File: src/rtl/sccb_pkg.sv
// Shared definitions for the SCCB write-master arbiter: state encoding,
// camera slave address, default timing constants and the round-robin pick.
package sccb_pkg;

  typedef enum logic [1:0] {
    IDLE      = 2'd0,
    ISSUE     = 2'd1,
    WAIT_DONE = 2'd2,
    HOLDOFF   = 2'd3
  } arb_state_t;

  localparam logic [7:0] OV7670_WR_ADDR         = 8'h42;
  localparam int         DEFAULT_GAP_CYCLES     = 200;
  localparam int         DEFAULT_TIMEOUT_CYCLES = 20000;
  localparam int         CNT_W                  = 16;

  // A lone requester wins outright; a tie goes to whoever was not served last.
  function automatic logic pick_owner(input logic r0, input logic r1, input logic last);
    if (r0 && r1) return ~last;
    return r1;
  endfunction

endpackage

File: src/rtl/sccb_arb_counter.sv
// Loadable down-counter with a terminal-count flag; used for the bus-free gap
// and, when enabled, for the master-done timeout.
module sccb_arb_counter
  import sccb_pkg::*;
#(
  parameter int W = CNT_W
) (
  input  logic         clk,
  input  logic         rst,
  input  logic         load,
  input  logic [W-1:0] load_val,
  input  logic         en,
  output logic         tc
);

  logic [W-1:0] count;

  always_ff @(posedge clk or posedge rst) begin
    if (rst) begin
      count <= '0;
    end else if (load) begin
      count <= load_val;
    end else if (en && (count != '0)) begin
      count <= count - 1'b1;
    end
  end

  assign tc = (count == '0);

endmodule

File: src/rtl/sccb_arbiter.sv
// Two-requester arbiter in front of the SCCB 3-phase write master.
// Optional master-done timeout enabled by defining SCCB_ARB_TIMEOUT_EN.
module sccb_arbiter
  import sccb_pkg::*;
#(
  parameter int GAP_CYCLES     = DEFAULT_GAP_CYCLES,
  parameter int TIMEOUT_CYCLES = DEFAULT_TIMEOUT_CYCLES
) (
  input  logic       clk,
  input  logic       rst,
  input  logic       req0,
  input  logic [7:0] addr0,
  input  logic [7:0] data0,
  output logic       gnt0,
  output logic       done0,
  output logic       err0,
  input  logic       req1,
  input  logic [7:0] addr1,
  input  logic [7:0] data1,
  output logic       gnt1,
  output logic       done1,
  output logic       err1,
  output logic       m_start,
  output logic [7:0] m_reg_addr,
  output logic [7:0] m_reg_data,
  input  logic       m_ready,
  input  logic       m_done,
  output logic       busy,
  output logic       last_owner
);

  localparam logic [CNT_W-1:0] GAP_LOAD = CNT_W'(GAP_CYCLES);

  if (GAP_CYCLES < 1 || GAP_CYCLES > 65535 ||
      TIMEOUT_CYCLES < 1 || TIMEOUT_CYCLES > 65535) begin : g_param_err
    $error("sccb_arbiter: GAP_CYCLES/TIMEOUT_CYCLES out of range 1..65535");
  end

  arb_state_t state;
  logic       grant_sel;
  logic       abort;
  logic       gap_load;
  logic       gap_tc;

`ifdef SCCB_ARB_TIMEOUT_EN
  localparam logic [CNT_W-1:0] TO_LOAD = CNT_W'(TIMEOUT_CYCLES);
  logic to_tc;

  // Timer restarts on every grant and only runs while a write is outstanding.
  sccb_arb_counter #(.W(CNT_W)) u_timeout (
    .clk      (clk),
    .rst      (rst),
    .load     ((state == IDLE) && (req0 || req1)),
    .load_val (TO_LOAD),
    .en       ((state == ISSUE) || (state == WAIT_DONE)),
    .tc       (to_tc)
  );
`else
  assign err0 = 1'b0;
  assign err1 = 1'b0;
`endif

  always_comb begin
    grant_sel = pick_owner(req0, req1, last_owner);
    abort     = 1'b0;
`ifdef SCCB_ARB_TIMEOUT_EN
    // A done arriving on the expiry cycle still counts as a completed write.
    abort     = to_tc && ((state == ISSUE) || ((state == WAIT_DONE) && !m_done));
`endif
    gap_load  = ((state == WAIT_DONE) && m_done) || abort;
  end

  sccb_arb_counter #(.W(CNT_W)) u_gap (
    .clk      (clk),
    .rst      (rst),
    .load     (gap_load),
    .load_val (GAP_LOAD),
    .en       (state == HOLDOFF),
    .tc       (gap_tc)
  );

  always_ff @(posedge clk or posedge rst) begin
    if (rst) begin
      state      <= IDLE;
      gnt0       <= 1'b0;
      gnt1       <= 1'b0;
      done0      <= 1'b0;
      done1      <= 1'b0;
      m_start    <= 1'b0;
      m_reg_addr <= 8'h00;
      m_reg_data <= 8'h00;
      busy       <= 1'b0;
      last_owner <= 1'b1;
`ifdef SCCB_ARB_TIMEOUT_EN
      err0       <= 1'b0;
      err1       <= 1'b0;
`endif
    end else begin
      done0   <= 1'b0;
      done1   <= 1'b0;
      m_start <= 1'b0;
`ifdef SCCB_ARB_TIMEOUT_EN
      err0    <= 1'b0;
      err1    <= 1'b0;
`endif
      case (state)
        IDLE: begin
          if (req0 || req1) begin
            last_owner <= grant_sel;
            gnt0       <= ~grant_sel;
            gnt1       <= grant_sel;
            m_reg_addr <= grant_sel ? addr1 : addr0;
            m_reg_data <= grant_sel ? data1 : data0;
            busy       <= 1'b1;
            state      <= ISSUE;
          end
        end
        ISSUE: begin
`ifdef SCCB_ARB_TIMEOUT_EN
          if (abort) begin
            err0  <= ~last_owner;
            err1  <= last_owner;
            gnt0  <= 1'b0;
            gnt1  <= 1'b0;
            state <= HOLDOFF;
          end else
`endif
          if (m_ready) begin
            m_start <= 1'b1;
            state   <= WAIT_DONE;
          end
        end
        WAIT_DONE: begin
          if (m_done) begin
            done0 <= ~last_owner;
            done1 <= last_owner;
            gnt0  <= 1'b0;
            gnt1  <= 1'b0;
            state <= HOLDOFF;
          end
`ifdef SCCB_ARB_TIMEOUT_EN
          else if (abort) begin
            err0  <= ~last_owner;
            err1  <= last_owner;
            gnt0  <= 1'b0;
            gnt1  <= 1'b0;
            state <= HOLDOFF;
          end
`endif
        end
        HOLDOFF: begin
          // Gap counter was loaded on the way in; requests are not sampled here.
          if (gap_tc) begin
            busy  <= 1'b0;
            state <= IDLE;
          end
        end
        default: begin
          state <= IDLE;
          busy  <= 1'b0;
        end
      endcase
    end
  end

endmodule

File: config.mk
export PLATFORM = sky130hd
export DESIGN_NAME = sccb_arbiter
export DESIGN_NICKNAME = d
export VERILOG_FILES = /design/src/rtl/sccb_pkg.sv /design/src/rtl/sccb_arb_counter.sv /design/src/rtl/sccb_arbiter.sv
export SDC_FILE = /design/constraint.sdc
export NUM_CORES = 1
export LEC_CHECK = 0
export ABC_AREA = 1
export CORE_UTILIZATION = 48
export DETAILED_ROUTE_END_ITERATION = 8
export PLACE_DENSITY = 0.87
export SETUP_SLACK_MARGIN = 0.02
export SYNTH_ARGS = -nofsm -noshare
export SYNTH_HDL_FRONTEND = slang
export SYNTH_SLANG_ARGS = --single-unit
export TNS_END_PERCENT = 1
File: constraint.sdc
create_clock -name clk -period 1.9 [get_ports clk]
set_clock_uncertainty 0.15 [all_clocks]
set_input_delay 0.19 -clock clk [delete_from_list [all_inputs] [get_ports clk]]
set_output_delay 0.19 -clock clk [all_outputs]
set_load 0.1 [all_outputs]
# Word level (Yosys, flattened, before mapping)

Index checks and enable logic that the tools add are counted.

Add/sub/neg operators: 1
Equality and inequality tests: 7
Multiplexer cells: 26
Reductions and logical operators: 14
Bitwise operators: 2

Operators by type and width:

| operator                                                              | number |
|---|---|
| 16-bit 2-to-1 mux                                                     | 2 |
| 16-bit zero test                                                      | 1 |
| 8-bit 2-to-1 mux                                                      | 2 |
| 16-bit nonzero test                                                   | 1 |
| 16-bit by 1-bit subtractor with 16-bit output (second input constant) | 1 |
| 1-bit 2-to-1 mux                                                      | 14 |
| 2-bit 2-to-1 mux                                                      | 4 |
| 2-bit != test (second input constant)                                 | 4 |
| 2-bit case mux with 4 select lines                                    | 1 |
| 1-bit case mux with 2 select lines                                    | 3 |
| 3-bit AND reduction                                                   | 2 |
| 2-bit nonzero test                                                    | 3 |
| 2-bit == test (second input constant)                                 | 2 |
| 4-bit AND reduction                                                   | 1 |
| 1-bit logical AND                                                     | 3 |
| 2-bit by 1-bit == test with 1-bit output (second input constant)      | 1 |
| 2-bit zero test                                                       | 1 |
| 1-bit NOT                                                             | 2 |
| 2-bit AND reduction                                                   | 1 |
| 1-bit logical OR                                                      | 1 |

Output and inout port bits: 25
Register bits after elaboration: 41
Input bits: 38

# Depth between registers and ports, before layout

Gate-level depths: netlist of run 1.

Depth in word-level cells: 6
Mapped depth: 10
Mapped depth without buffers: 10

# By module

From an unflattened synthesis of run 1, not the netlist that was laid out.

Cell total of the unflattened synthesis: 358
Area, all modules: 2512.4 um2

Modules (own cells, without submodules):

| module           | instances | area each (um2) | cells an instance | seq. area each (um2) |
|---|---|---|---|---|
| sccb_arbiter     | 1         | 1386.3          | 188               | 626.9 |
| sccb_arb_counter | 1         | 1126.1          | 170               | 400.4 |

# Least setup slack after synthesis of run 1

OpenSTA, ideal clock, no wires.

Path type: flip-flop to flip-flop
Start point: register last_owner
End point: register m_reg_addr[0]
Data arrival time: 1579 ps
Library setup time: 125 ps
Clock period less this slack: 1854 ps
Slack: 46 ps
Path buffers: 1
Stages on the path, launching flop included: 7
Path through: dfstp_2 nand2_1 nand2_2 inv_1 clkbuf_2 o21ai_0 o21ai_1

Cells in the longest elaborated chain, start to end: 4

RTL lines:

| element                  | RTL line            | RTL |
|---|---|---|
| start: declaration       | sccb_arbiter.sv:29  | `output logic last_owner` |
| start signal: assignment | sccb_arbiter.sv:109 | `last_owner <= grant_sel;` |
| 1-bit NOT                | sccb_pkg.sv:19      | `if (r0 && r1) return ~last;` |
| 1-bit 2-to-1 mux         | sccb_pkg.sv:19      |  |
| 1-bit 2-to-1 mux         | sccb_pkg.sv:20      | `return r1;` |
| 8-bit 2-to-1 mux         | sccb_arbiter.sv:112 | `m_reg_addr <= grant_sel ? addr1 : addr0;` |
| end signal: assignment   | sccb_arbiter.sv:112 |  |
| end: declaration         | sccb_arbiter.sv:24  | `output logic [7:0] m_reg_addr,` |

No other way between the ends. The select of a mux whose other input is x is not followed.
A chain may end at the register's enable or synchronous reset.

# Worst setup path in the final report of run 1

Start point: register u_gap.count[1]
End point: register u_gap.count[12]

Cells in the longest elaborated chain, start to end: 3
Elaborated cells on any way between the ends: 6

RTL lines:

| element                                                                              | RTL line                                       | RTL |
|---|---|---|
| start: declaration                                                                   | sccb_arb_counter.sv:16                         | `logic [W-1:0] count;` |
| start signal: assignment                                                             | sccb_arb_counter.sv:22                         | `count <= load_val;` |
| start signal: assignment                                                             | sccb_arb_counter.sv:24                         | `count <= count - 1'b1;` |
| 16-bit by 1-bit subtractor with 16-bit output or 16-bit nonzero test (tied branches) | sccb_arb_counter.sv:24, sccb_arb_counter.sv:23 |  |
| 16-bit 2-to-1 mux or 1-bit logical AND (tied branches)                               | sccb_arb_counter.sv:23                         | `end else if (en && (count != '0)) begin` |
| 16-bit 2-to-1 mux or 2-bit nonzero test (tied branches)                              | n/a                                            |  |

Parallel ways exist; a longest one is shown, timed or not. The select of a mux whose other input is x is not followed.

==> metrics.csv, run 1 <==
stage;metric;value;unit
clock_tree;cts_tree;built;
sta;grt_setup_unrepaired;false;
layout;finish.utilization;67.74;%
layout;drive_above_1_share;17.91;%
drt;detail_route.wirelength.met1;2.384;mm
clock_tree;ctsLongestPathBuffers;2;
synth;mean_instance_size_in_the_synthesized_netlist;7.617;um^2
layout;antenna_cells_inserted;0;
floorplanning;num_rows;24;
sta;min_period;1.757;ns
critical_path;crit_path_class;flip-flop to flip-flop;
clock_tree;insertion_delay;0.31;ns
clock_tree;tritoncts.num_buffers;5;
critical_path;crit_required;1.99;ns
drt;drcViolationCount;10;
sta;final_cycle_share;92.45;%
run;drv.max_cap_violation_count;0;
drt;viasPerCell;5.217;
drt;dr_total_vias;2165;
placed_design;io_buffers;60;
placed_design;gpl.final_weighted_congestion;0.9143;
layout;area_growth_syn_to_layout;33.52;%
floorplanning;dieArea;0.004975;mm^2
floorplanning;fp.coreArea;0.004444;mm^2
clock_tree;h_tree_lvl_count;2;
sta;slew_violations;0;
critical_path;critical_path.startpoint_type;flip-flop;
global_routing;globalRoute.totalOverflow;0;
clock_tree;clk_pin_slew;0.08;ns
synth;synth.top_cells.by_area;sky130_fd_sc_hd__dfrtp_1 44%, sky130_fd_sc_hd__nand2_1 13%, sky130_fd_sc_hd__o21ai_0 7.8%;
min_path;worst_hold_path_type;primary input to async pin;
global_routing;maximum_number_of_pins_on_one_net_before_global_route_repair;42;
global_routing;grt_first_pass_wirelength;9.370;mm
critical_path;path_max_fanout;11;
placed_design;detailedPlacementHpwl;4.011;mm
drt;detail_route.wl_per_cell;13.61;um
clock_tree;cts_root_buf;sky130_fd_sc_hd__clkbuf_8;
synth;synth_cell_type_count;31;
layout;final_cells;415;
synth;netlist_instances;296;
layout;area_of_combinational_cells_with_multiple_inputs;0.001084;mm^2
drt;met3_wirelength;263;um
sta;report.final.setup_viol;0;
layout;layout.area.seq;0.001027;mm^2
drt;detailedRoute.firstIterationViolations;120;
sta;postLayoutSetupSlackWorst;0.1434;ns
layout;fill_cells;341;
synth;synth.cell_area;0.002255;mm^2
placed_design;place_ws;0.09571;ns
drt;route.antenna.remaining_nets;0;
critical_path;critical_path.endpoint_type;flip-flop;
clock_tree;clock-sinks;41;
sta;finalSetupTns;0;ns
run_status;run_status;finished with violations;
drt;highest_layer;met4;
synth;synth_area_leader_cell;sky130_fd_sc_hd__dfrtp_1;
drt;wl_met2;2.892;mm
drt;wl;5.647;mm
synth;yosysWarningCount;0;
synth;synth_seq_cells;41;
global_routing;first_global_vias;2098;
layout;final_net_count;405;
floorplanning;die_w;70.54;um
critical_path;crit_arrival;1.85;ns
floorplanning;dieHeight;70.54;um
placed_design;placed_cells;406;
synth;synth_seq_area_share;45.56;%
global_routing;initial_antenna_violation_count;0;
global_routing;track_usage;23.77;%
sta;timing.fmax;569.3;MHz
sta;number_of_hold_violations_in_the_final_report;0;
synth;yosys.area.top_type_share;44.40;%
floorplanning;ioPinCount;63;
floorplanning;initial_utilization;50.73;%
run_status;failed_checks;DRC;
drt;drt_pre_antenna_iters;7;
[layout by cell type, fill, tap and decap left out, drive strengths merged, types with 2 or more instances in the layout]
master	instances
inv	27
clkbuf	6
nand4	5
xor2	3
o21ai	46
a21oi	2
buf	29
nand3	15
ha	5
conb	2
nand2	86
nor2	51
dfrtp	40
clkdlybuf4s50	37
[flip-flops by register name (all words and copies together) (netlist names)]
register     cells
last_owner       1
gnt1             1
busy             1
done0            1
u_gap.count     16
state            2
done1            1
m_reg_data       8
m_start          1
m_reg_addr       8
gnt0             1
[cells in the mapped netlist]
cell                       number
sky130_fd_sc_hd__buf_6          1
sky130_fd_sc_hd__dfrtp_1       40
sky130_fd_sc_hd__inv_2          1
sky130_fd_sc_hd__or2_2          1
sky130_fd_sc_hd__o211ai_1       1
sky130_fd_sc_hd__nor2_1        46
sky130_fd_sc_hd__o21ai_0       35
sky130_fd_sc_hd__nor2_4         1
sky130_fd_sc_hd__dfstp_2        1
sky130_fd_sc_hd__ha_1           5
sky130_fd_sc_hd__buf_1          1
sky130_fd_sc_hd__nor2_2         4
sky130_fd_sc_hd__nand3_1       15
sky130_fd_sc_hd__conb_1         1
sky130_fd_sc_hd__nand2_1       76
sky130_fd_sc_hd__inv_1         27
sky130_fd_sc_hd__nor3_1         1
sky130_fd_sc_hd__clkbuf_2       1
sky130_fd_sc_hd__nand3b_1       1
sky130_fd_sc_hd__o31ai_1        1
sky130_fd_sc_hd__o21ai_2        7
sky130_fd_sc_hd__a21oi_2        1
sky130_fd_sc_hd__o21ai_1        4
sky130_fd_sc_hd__nand2_2        7
sky130_fd_sc_hd__buf_4          2
sky130_fd_sc_hd__xor2_1         3
sky130_fd_sc_hd__buf_2          1
sky130_fd_sc_hd__clkbuf_1       2
sky130_fd_sc_hd__a21oi_1        1
sky130_fd_sc_hd__nand4_1        5
sky130_fd_sc_hd__nand2_4        3
[metal layers]
metal	track usage, %	up-vias
met1	30.61	1027
met4	10.22	0
met5	0	-
met2	40.56	55
met3	3.276	12
li1	-	1071
[what timing repair did]
action,in CTS,in global routing
buffers inserted,0,1
gates resized for setup,0,6
hold buffers,0,0
endpoints found under the setup margin,0,27
[stage by stage]
stage          hold slack [ns]  area [um^2]
2_1_floorplan           0.1439         2258
3_3_place_gp            0.3171         2882
3_5_place_dp            0.3239         2882
4_1_cts                 0.1131         2989
5_1_grt                 0.1360         3010
6_report               0.09594         3010
[final cells by class]
cell class	count	share of cell area, %
inverter	28	3.782
timing repair buffer	66	20.37
multi-input combinational	220	35.99
tap	52	2.161
sequential	41	34.12
clock inverter	2	1.164
clock buffer	6	2.411
[cells by family after synthesis]
kind of cell | count (synthesis) | share of synthesized area (%)
simple gates | 160 | 30.91
compound gates | 50 | 12.65
flops | 41 | 45.56
buf+inv | 36 | 6.770
fa+ha+maj | 5 | 2.775
xor+xnor | 3 | 1.166
other cells | 1 | 0.1663
[path summary, 6_finish.rpt]
path	startpoint	endpoint	slack (ns)	cells past startpoint
min in group clk	m_ready	m_start	0.29	3
max reg2reg	u_gap.count[1]	u_gap.count[12]	0.14	10
max	u_gap.count[1]	u_gap.count[12]	0.14	10
min reg2reg	m_reg_data[4]	m_reg_data[4]	0.34	2
max in group asynchronous	rst	last_owner	1.25	3
min	rst	state[0]	0.1	3
[worst max-delay path: stages, from the launching register on]
cell and delay [ns]:
sky130_fd_sc_hd__dfrtp_1 0.39, sky130_fd_sc_hd__inv_1 0.10, sky130_fd_sc_hd__ha_2 0.22, sky130_fd_sc_hd__nand2_2 0.09, sky130_fd_sc_hd__nor2_4 0.17, sky130_fd_sc_hd__nand2_4 0.08, sky130_fd_sc_hd__nand2_4 0.09, sky130_fd_sc_hd__nand2_4 0.14
sky130_fd_sc_hd__inv_6 0.13, sky130_fd_sc_hd__nand2_1 0.06, sky130_fd_sc_hd__nand2_1 0.06
Power of run 1 is left out: the tool's default activity adds up to more than one toggle a clock period on the data nets, which glitch-free logic cannot reach.
==> run 2: changes to the inputs <==
--- a/config.mk
+++ b/config.mk
@@ -7,8 +7,9 @@
 export LEC_CHECK = 0
 export ABC_AREA = 1
 export CORE_UTILIZATION = 48
+export CTS_CLUSTER_SIZE = 8
 export DETAILED_ROUTE_END_ITERATION = 8
-export PLACE_DENSITY = 0.87
+export PLACE_DENSITY = 0.81
 export SETUP_SLACK_MARGIN = 0.02
 export SYNTH_ARGS = -nofsm -noshare
 export SYNTH_HDL_FRONTEND = slang
==> run 2 against run 1 <==
Net effect:
- the run still ends with DRC left
- core utilization shrank 0.28 points
- flip-flop and latch count is the same
- fmax grew 2.3%
- critical path depth is the same
- clock-buffer cell count grew 2
- routed wire length shrank 3.8%
- critical endpoint is now u_gap.count[11]
==> metrics.csv, run 2 (synthesis gave the netlist of run 1 again) <==
stage;metric;value;unit
sta;number_of_hold_violations_in_the_final_report;0;
min_path;worst_hold_path_type;primary input to async pin;
drt;viasPerCell;5.017;
global_routing;maximum_number_of_pins_on_one_net_before_global_route_repair;18;
clock_tree;ctsResizeCount;0;
layout;largest_reg_flops;16;
clock_tree;ctsLongestPathBuffers;2;
floorplanning;num_rows;24;
sta;timing.fmax;582.6;MHz
clock_tree;clk_pin_slew;0.08;ns
critical_path;r2r_start;u_gap.count[1];
drt;drcViolationCount;3;
global_routing;first_global_vias;2093;
layout;drive_above_1_share;18.03;%
clock_tree;post_cts.repair.setup_buffers;0;
clock_tree;h_tree_lvl_count;2;
run_status;failed_checks;DRC;
clock_tree;cts_root_buf;sky130_fd_sc_hd__clkbuf_8;
critical_path;crit_path_class;flip-flop to flip-flop;
floorplanning;dieHeight;70.54;um
clock_tree;clock-sinks;41;
clock_tree;tritoncts.num_buffers;5;
drt;route.antenna.remaining_nets;0;
critical_path;crit_required;1.98;ns
critical_path;critical_path.endpoint_type;flip-flop;
sta;min_period;1.717;ns
sta;report.final.setup_viol;0;
layout;registers_with_the_most_flip_flops;u_gap.count (16), m_reg_addr (8), m_reg_data (8);
layout;final_net_count;408;
critical_path;critical_path.startpoint_type;flip-flop;
placed_design;gpl.final_weighted_congestion;0.8505;
layout;area_of_combinational_cells_with_multiple_inputs;0.001081;mm^2
critical_path;reg2reg_depth;10;
floorplanning;dieArea;0.004975;mm^2
critical_path;rrSetupSlack;0.18;ns
critical_path;path_max_fanout;11;
clock_tree;cts_hold_buf;0;
global_routing;grt_util_met2;41.42;%
floorplanning;ioPinCount;63;
layout;area_growth_syn_to_layout;32.96;%
drt;dr_total_vias;2097;
critical_path;crit_arrival;1.80;ns
drt;detailedRoute.firstIterationViolations;149;
global_routing;initial_antenna_violation_count;0;
global_routing;grt-busiest-layer;met2;
run_status;run_status;finished with violations;
sta;finalSetupTns;0;ns
sta;grt_setup_unrepaired;false;
placed_design;detailedPlacementHpwl;4.041;mm
placed_design;io_buffers;60;
floorplanning;initial_utilization;50.73;%
drt;drt_pre_antenna_iters;6;
layout;commonest_cells_after_routing_fill_and_taps_aside;76 x sky130_fd_sc_hd__nand2_1, 46 x sky130_fd_sc_hd__nor2_1, 40 x sky130_fd_sc_hd__dfrtp_1;
layout;fin_area;0.002998;mm^2
critical_path;regToRegEndpoint;u_gap.count[11];
sta;final.hold.worst_slack;0.03304;ns
floorplanning;die_w;70.54;um
global_routing;globalRoute.totalOverflow;0;
layout;layout.area.seq;0.001027;mm^2
layout;largest_register;u_gap.count;
drt;wl;5.431;mm
clock_tree;cts_tree;built;
clock_tree;insertion_delay;0.29;ns
global_routing;grt_use_met3;4.416;%
global_routing;globalRouteMet1Util;31.31;%
sta;slew_violations;0;
layout;antenna_cells_inserted;0;
run;drv.max_cap_violation_count;0;
placed_design;placed_area;0.002899;mm^2
layout;fill_cells;362;
global_routing;grt_first_pass_wirelength;9.494;mm
sta;final_cycle_share;90.35;%
global_routing;track_usage;24.12;%
layout;layout_commonest_cell;sky130_fd_sc_hd__nand2_1;
floorplanning;fp.coreArea;0.004444;mm^2
drt;detail_route.wl_per_cell;12.99;um
==> run 2: critical path: stages (launching register included) <==
cell,delay (ns)
sky130_fd_sc_hd__dfrtp_1,0.39
sky130_fd_sc_hd__inv_1,0.09
sky130_fd_sc_hd__ha_1,0.18
sky130_fd_sc_hd__nand2_2,0.09
sky130_fd_sc_hd__nor2_4,0.18
sky130_fd_sc_hd__nand2_4,0.08
sky130_fd_sc_hd__nand2_4,0.09
sky130_fd_sc_hd__nand2_4,0.13
sky130_fd_sc_hd__inv_4,0.14
sky130_fd_sc_hd__nand2_1,0.06
sky130_fd_sc_hd__nand2_1,0.06
==> run 2: metrics by stage <==
step           setup WS, ns  utilization [%]  instances
2_1_floorplan       0.04576                -        297
3_3_place_gp         0.1782            65.23        410
3_5_place_dp        0.06852            65.23        410
4_1_cts             0.04138            67.26        418
5_1_grt             0.04757            67.46        418
6_report             0.1834            67.46        418
==> run 2: how the worst max path moves through the flow <==
stage	from	to	cells past startpoint
after CTS	state[1]	m_reg_addr[7]	6
after detailed placement	state[1]	m_reg_addr[7]	6
after global placement	state[0]	m_reg_addr[7]	6
after floorplan	last_owner	m_reg_addr[0]	6
after global routing	u_gap.count[1]	u_gap.count[14]	10
final	u_gap.count[1]	u_gap.count[11]	10
==> run 2: layout make-up <==
type | instances | area share [%]
Clock buffer | 8 | 3.005
Inverter | 28 | 3.715
Multi-Input combinational cell | 220 | 36.06
Sequential cell | 41 | 34.27
Tap cell | 52 | 2.170
Timing Repair Buffer | 69 | 20.78
==> run 2: layer usage <==
layer  part of all wire [%]  routed length [um]
met3                    4.3                 232
met2                     49                2662
met1                     45                2465
met5                      0                   0
met4                    1.3                  70
Power of run 2 is left out for the same reason.
